==> config.mk <==
export PLATFORM = sky130hd
export DESIGN_NAME = disp_event_flags
export DESIGN_NICKNAME = d
export VERILOG_FILES = /design/src/rtl/disp_event_flags.sv
export SDC_FILE = /design/constraint.sdc
export NUM_CORES = 1
export LEC_CHECK = 0
export BUFFER_PORTS_ARGS = -buffer_cell sky130_fd_sc_hd__buf_2
export CAP_MARGIN = 30
export CORE_ASPECT_RATIO = 1.75
export CORE_MARGIN = 8
export CORE_UTILIZATION = 45
export DETAILED_ROUTE_END_ITERATION = 6
export PLACE_DENSITY_LB_ADDON = 0.05
export SETUP_SLACK_MARGIN = 0.2
export SYNTH_ARGS = -nofsm -noshare
export SYNTH_HDL_FRONTEND = slang
export SYNTH_SLANG_ARGS = --single-unit
==> constraint.sdc <==
create_clock -name ACLK -period 2.05 [get_ports ACLK]
set_clock_uncertainty 0.05 [all_clocks]
set_input_delay 0.205 -clock ACLK [delete_from_list [all_inputs] [get_ports ACLK]]
set_output_delay 0.205 -clock ACLK [all_outputs]
set_load 0.01 [all_outputs]
==> src/rtl/disp_event_flags.sv <==
`default_nettype none
// ============================================================================
//  Module   : disp_event_flags
//  Brief    : Multi-channel sticky event flags for the display subsystem.
//             Each channel synchronises an asynchronous strobe into ACLK,
//             detects a selectable edge, and records it in a sticky flag, a
//             sticky overflow bit and a saturating counter. Flags are masked
//             and ORed into one registered interrupt.
//  Revision : 1.0 - initial release
// ============================================================================
module disp_event_flags #(
  parameter int NUM_CH      = 4,  // independent event channels (1..16)
  parameter int SYNC_STAGES = 2,  // synchroniser depth (>=2)
  parameter int CNT_W       = 4   // per-channel counter width (1..16)
) (
  input  logic                    ACLK,
  input  logic                    ARST,
  input  logic [NUM_CH-1:0]       EV_IN,
  input  logic [2*NUM_CH-1:0]     EDGE_SEL,
  input  logic [NUM_CH-1:0]       IRQ_EN,
  input  logic [NUM_CH-1:0]       CLR,
  output logic [NUM_CH-1:0]       FLAG,
  output logic [NUM_CH-1:0]       OVF,
  output logic [NUM_CH*CNT_W-1:0] CNT,
  output logic                    IRQ
);

  // Arm counter must reach SYNC_STAGES+1 before any detection is trusted.
  localparam int               ARM_W   = $clog2(SYNC_STAGES + 2);
  localparam logic [ARM_W-1:0] ARM_MAX = ARM_W'(SYNC_STAGES + 1);
  localparam logic [CNT_W-1:0] CNT_MAX = '1;

  // Edge-select encodings; 2'b11 disables detection.
  localparam logic [1:0] MODE_RISE = 2'b00;
  localparam logic [1:0] MODE_FALL = 2'b01;
  localparam logic [1:0] MODE_BOTH = 2'b10;

  logic [NUM_CH-1:0]       sync_q [SYNC_STAGES];
  logic [NUM_CH-1:0]       sync_d [SYNC_STAGES];
  logic [NUM_CH-1:0]       hist_q, hist_d;
  logic [ARM_W-1:0]        arm_q, arm_d;
  logic [NUM_CH-1:0]       flag_q, flag_d;
  logic [NUM_CH-1:0]       ovf_q, ovf_d;
  logic [NUM_CH*CNT_W-1:0] cnt_q, cnt_d;
  logic                    irq_q, irq_d;

  logic [NUM_CH-1:0]       sync_s;
  logic [NUM_CH-1:0]       rise, fall, det;
  logic                    armed;
  logic [CNT_W-1:0]        cnt_cur;

  assign sync_s = sync_q[SYNC_STAGES-1];
  assign rise   = sync_s & ~hist_q;
  assign fall   = ~sync_s & hist_q;
  assign armed  = (arm_q == ARM_MAX);

  // Per-channel edge qualification; history keeps tracking even when the
  // channel is disabled so that re-enabling never yields a stale edge.
  generate
    for (genvar i = 0; i < NUM_CH; i++) begin : g_ch
      logic [1:0] mode;
      assign mode   = EDGE_SEL[2*i +: 2];
      assign det[i] = armed &&
                      (((mode == MODE_RISE) && rise[i]) ||
                       ((mode == MODE_FALL) && fall[i]) ||
                       ((mode == MODE_BOTH) && (rise[i] || fall[i])));
    end
  endgenerate

  // Synchroniser shift, edge history and arm-window counter.
  always_comb begin
    sync_d[0] = EV_IN;
    for (int k = 1; k < SYNC_STAGES; k++) begin
      sync_d[k] = sync_q[k-1];
    end
    hist_d = sync_s;
    arm_d  = armed ? arm_q : arm_q + ARM_W'(1);
  end

  // Flag/overflow/counter update; a detection in the clear cycle wins.
  always_comb begin
    flag_d  = flag_q;
    ovf_d   = ovf_q;
    cnt_d   = cnt_q;
    cnt_cur = '0;
    for (int i = 0; i < NUM_CH; i++) begin
      cnt_cur = cnt_q[CNT_W*i +: CNT_W];
      if (CLR[i]) begin
        flag_d[i]              = det[i];
        ovf_d[i]               = 1'b0;
        cnt_d[CNT_W*i +: CNT_W] = det[i] ? CNT_W'(1) : '0;
      end else if (det[i]) begin
        if (flag_q[i]) begin
          ovf_d[i] = 1'b1;
        end else begin
          flag_d[i] = 1'b1;
        end
        if (cnt_cur != CNT_MAX) begin
          cnt_d[CNT_W*i +: CNT_W] = cnt_cur + CNT_W'(1);
        end
      end
    end
    irq_d = |(flag_q & IRQ_EN);
  end

  // State registers with synchronous reset.
  always_ff @(posedge ACLK) begin
    if (ARST) begin
      for (int k = 0; k < SYNC_STAGES; k++) begin
        sync_q[k] <= '0;
      end
      hist_q <= '0;
      arm_q  <= '0;
      flag_q <= '0;
      ovf_q  <= '0;
      cnt_q  <= '0;
      irq_q  <= 1'b0;
    end else begin
      for (int k = 0; k < SYNC_STAGES; k++) begin
        sync_q[k] <= sync_d[k];
      end
      hist_q <= hist_d;
      arm_q  <= arm_d;
      flag_q <= flag_d;
      ovf_q  <= ovf_d;
      cnt_q  <= cnt_d;
      irq_q  <= irq_d;
    end
  end

  assign FLAG = flag_q;
  assign OVF  = ovf_q;
  assign CNT  = cnt_q;
  assign IRQ  = irq_q;

endmodule
`default_nettype wire

==> flow_results.org <==
** Timing
- Unrepaired setup endpoints after global routing :: no
- Share of the cycle needed by the critical path after routing :: 0.844
- Final worst-path setup slack :: 319 ps
- Top achievable clock speed :: between 0.5 and 0.6 GHz
- Counting I/O delays and the setup requirement, the final critical path takes 1730 ps.
- Final Slew Violations :: 0
- In this run the tightest slew margin relative to its limit is 0.711.
- Number of setup violations in the final report :: 0
- Slew of the pin with the lowest slew margin :: 433 ps
- The number of hold violations in the final report is 0.
- Final total negative setup slack :: 0 ps

** Status
- The flow ran to the end, and the final reports show no timing, DRC or antenna violations.

** Synthesis
- Simple logic cell fraction of the synthesized area :: 0.169
- Of the total synthesized cell area, the portion taken by XOR and XNOR cells is 0.00506.
- Cell type contributing the most total cell area after synthesis :: dfxtp_1
- After synthesis, the cell types taking the most area are dfxtp_1 (45%), ha_1 (9.4%), a21oi_1 (4.9%), nand3_1 (3.5%), o21ai_0 (3.5%).
- Arithmetic-cell share of the synthesized area counting full adders, half adders and majority gates :: 0.0939
- Share of the synthesized area in the top cell type :: 0.451
- The Yosys step of the flow raised 0 warnings.
- Post-Syn Instances :: 187
- Synthesis produced a netlist with a net count of 222.
- Summing every instance area after synthesis gives 0.00173 sq mm.
- Synthesis-stage register bit count :: 39
- Synthesis instantiated 26 different standard cells from the library.
- The average instance in the mapped netlist occupies 9.26 sq um.
- Of the synthesized area, sequential elements account for 0.451.
- The portion of synthesized area spent on multiplexers is 0.0405.
- Main combinational cell family by area after synthesis :: compound AO/OA/AOI/OAI gates
- Compound-cell area share of the yosys netlist :: 0.214

** Power and ir drop
- Of the total power, combinational logic draws 0.094.
- Of the total power, registers draw 0.530.
- Leakage Power :: about 0.00092 uW
- The share of total power dissipated in the clock network is 0.376.
- Switching fraction of total power :: 0.233
- The completed layout was analyzed and its total power is roughly 1500 uW.
- IR drop worst, VDD :: 0.000492 V
- The internal power of the cells totals 1150 uW.
- Power per cell area :: 708 mW/mm^2
- Net switching power figure :: 349 uW

** GRT
- For met2 alone, demand over resource in global routing was 0.251.
- Pin count of the biggest net entering global routing :: 24
- Number of global-route vias before repair :: 1,652
- Global-route usage over all layers :: 0.137
- Global-route congestion overflow total :: 0
- Antenna violations before repair :: 0
- The first global-routing pass estimated 6990 um of wire.
- The global routing stage identified its most utilized layer as met2.
- For this run, global-route usage on met3 was measured as 0.0528.
- Met1 usage :: 0.126

** Routing
- Total wire length after detailed routing :: 4140 um
- DRT iter0 DRCs :: 77
- Number of vias in the routed layout :: 1,567
- Vias per inst :: 5.46
- The first detailed-routing pass took 4 iterations.
- Remaining antenna violation count after routing :: 0
- Wire length per cell :: 14.4 um
- After detailed routing, the number of remaining DRC violations is 0.

** Die
- In this run the horizontal extent of the chip is 62.9 um.
- Boundary pin count :: 47
- The die covers 0.00617 sq mm.
- The total area inside the core boundary comes to 0.00379 sq mm.
- The floorplan has 30 rows.
- The floorplan step set the die height to 98.1 um.
- The initial utilization of the core area, before any placement, comes to 0.457.

** Layout
- Util after Layout :: 0.559
- Relative to the synthesized area, the layout overhead comes to 22.5%.
- The layout has 371 filler cells.
- Share of cells above drive strength 1 :: 0.247
- NumNets Final :: about 270
- Antenna diode count :: 0
- Fin area :: 0.00212 sq mm

** Placed design
- Number of buffer cells added on primary ports :: 46
- DP Worst Slack :: approximately 350 ps
- After legalization and detailed placement, the total HPWL measured 3240 um.
- The congestion estimate from routability-driven global placement came to 0.810.
- In this run the cell area measured after placement is 0.00202 sq mm.

** Clock tree
- No sink is reached through more buffers than the 2 on the longest clock path.
- In this run, post-CTS repair resized a total of 0 instances.
- After clock tree synthesis, the clock-pin slew on the worst setup and hold paths is 70 ps.
- At the later pin of the worst-skew pair, clock insertion delay measures about 280 ps.
- The number of clock buffers added by TritonCTS is 5.
- Num Clock Sinks :: 39
- In this run, post-CTS hold repair placed 0 buffers.
- Post-CTS setup buffer count :: 0
- Clock Tree Root :: clkbuf_8
- TritonCTS built the clock tree.
- H-tree levels :: 2

** Worst setup path
- Data on the critical path is required at its endpoint by around 2200 ps.
- STA classifies the critical path endpoint as a flop.
- In this run the register-to-register setup slack is 320 ps.
- Maximum fanout along the worst path :: 3
- For this run, the slowest stage of the critical path takes between 300 and 400 ps.
- Timing startpoint of the critical path :: hist_q[3]
- Reg2reg start :: hist_q[3]
- Kind of critical path :: flop to flop
- On the critical path, the stage with the largest delay is an instance of or3_1.
- STA classifies the critical path startpoint as a flop.
- The critical path goes through inv_1 > ha_1 > o21ai_1 > o211ai_1 > or3_1 > a21boi_1.
- STA puts the critical path data arrival time at 1900 ps.

** Min path
- Worst min-delay path startpoint :: EV_IN[3]
- The min-delay analysis places its worst path in the category input port to flop.

** Run
- Max Cap Violations :: 0
-- sequential cells by signal, indices dropped and copies added (netlist names) --
signal	flops
arm_q	2
FLAG	4
sync_q	8
OVF	4
hist_q	4
IRQ	1
CNT	16
-- worst paths after layout --
check	endpoint	cells past startpoint
setup / recovery	CNT[15]	6
hold / removal	sync_q[0][3]	2
setup reg to reg	CNT[15]	6
hold reg to reg	sync_q[0][5]	1
-- per-stage QoR --
step / std cells / hold slack [ps]
after floorplan: 187 / 234
after global placement: 279 / 365
after detailed placement: 279 / 371
after CTS: 287 / 67.0
after global routing: 287 / 67.8
final: 287 / 76.6
-- power by group through the flow --
stage          Sequential (uW)  Combinational (uW)  Clock [uW]
4_1_cts                    795                 143         589
3_3_place_gp               812                 136           0
2_1_floorplan              812                83.0           0
6_report                   795                 141         565
5_1_grt                    797                 160         619
3_5_place_dp               813                 142           0
-- cell usage after synthesis --
| cell type | count |
|---|---|
| dfxtp_1 | 39 |
| a21oi_1 | 17 |
| nor2_1 | 14 |
| ha_1 | 13 |
| nand3_1 | 12 |
| o21ai_0 | 12 |
| inv_1 | 8 |
| nand2_1 | 8 |
| nor2b_1 | 8 |
| a21boi_1 | 4 |
| a31oi_1 | 4 |
| mux2_4 | 4 |
| nand2b_1 | 4 |
| nand3b_1 | 4 |
| nor3_1 | 4 |
| o2111ai_1 | 4 |
| o211a_1 | 4 |
| o211ai_1 | 4 |
| o21ai_1 | 4 |
| o31ai_1 | 4 |
| or3_1 | 4 |
| clkbuf_1 | 3 |
| a22oi_1 | 2 |
| buf_2 | 1 |
| mux2i_1 | 1 |
| xor2_1 | 1 |
-- cells by family (layout without fill, tap and decap cells) --
group | Yosys count | in the layout
adders and majority gates | 13 | 13
buffers and inverters | 12 | 64
and+or+nand+nor | 58 | 58
DFF | 39 | 39
AOI/OAI and AO/OA | 59 | 59
xor gates and xnor gates | 1 | 1
muxes | 5 | 5
-- routing by layer --
metal  wire [um]  part of all wire  vias to the layer above
met5           0                 0                        -
met4          43             0.010                        0
met3         236             0.057                        4
met2        2220              0.54                       41
met1        1630              0.39                      746
li1            -                 -                      776
-- worst max-delay path: cells and delay by family, from the launching register on --
kind | cells | cell delay [ps]
flops | 1 | 340
buf+inv | 1 | 50
compound gates | 3 | 540
fa+ha+maj | 1 | 290
simple gates | 1 | 380
-- layout by cell type (no fill, tap or decap), types with 7 or more instances in the layout --
cell      Yosys  routed
nand2_1       8       8
nand3_1      12      12
inv_1         8       8
a21oi_1      17      17
nor2_1       14      14
dfxtp_1      39      39
nor2b_1       8       8
clkbuf_8      0       7
buf_2         1      46
o21ai_0      12      12
ha_1         13      13
-- layout make-up --
class	count	area [sq um]	area share
Clock buffer	8	100	0.0472
Inverter	8	30.0	0.0142
Sequential cell	39	781	0.368
Tap cell	48	60.1	0.0283
Timing Repair Buffer	48	245	0.116
Multi-Input combinational cell	136	905	0.427
Power figures use the tool's default switching activity.
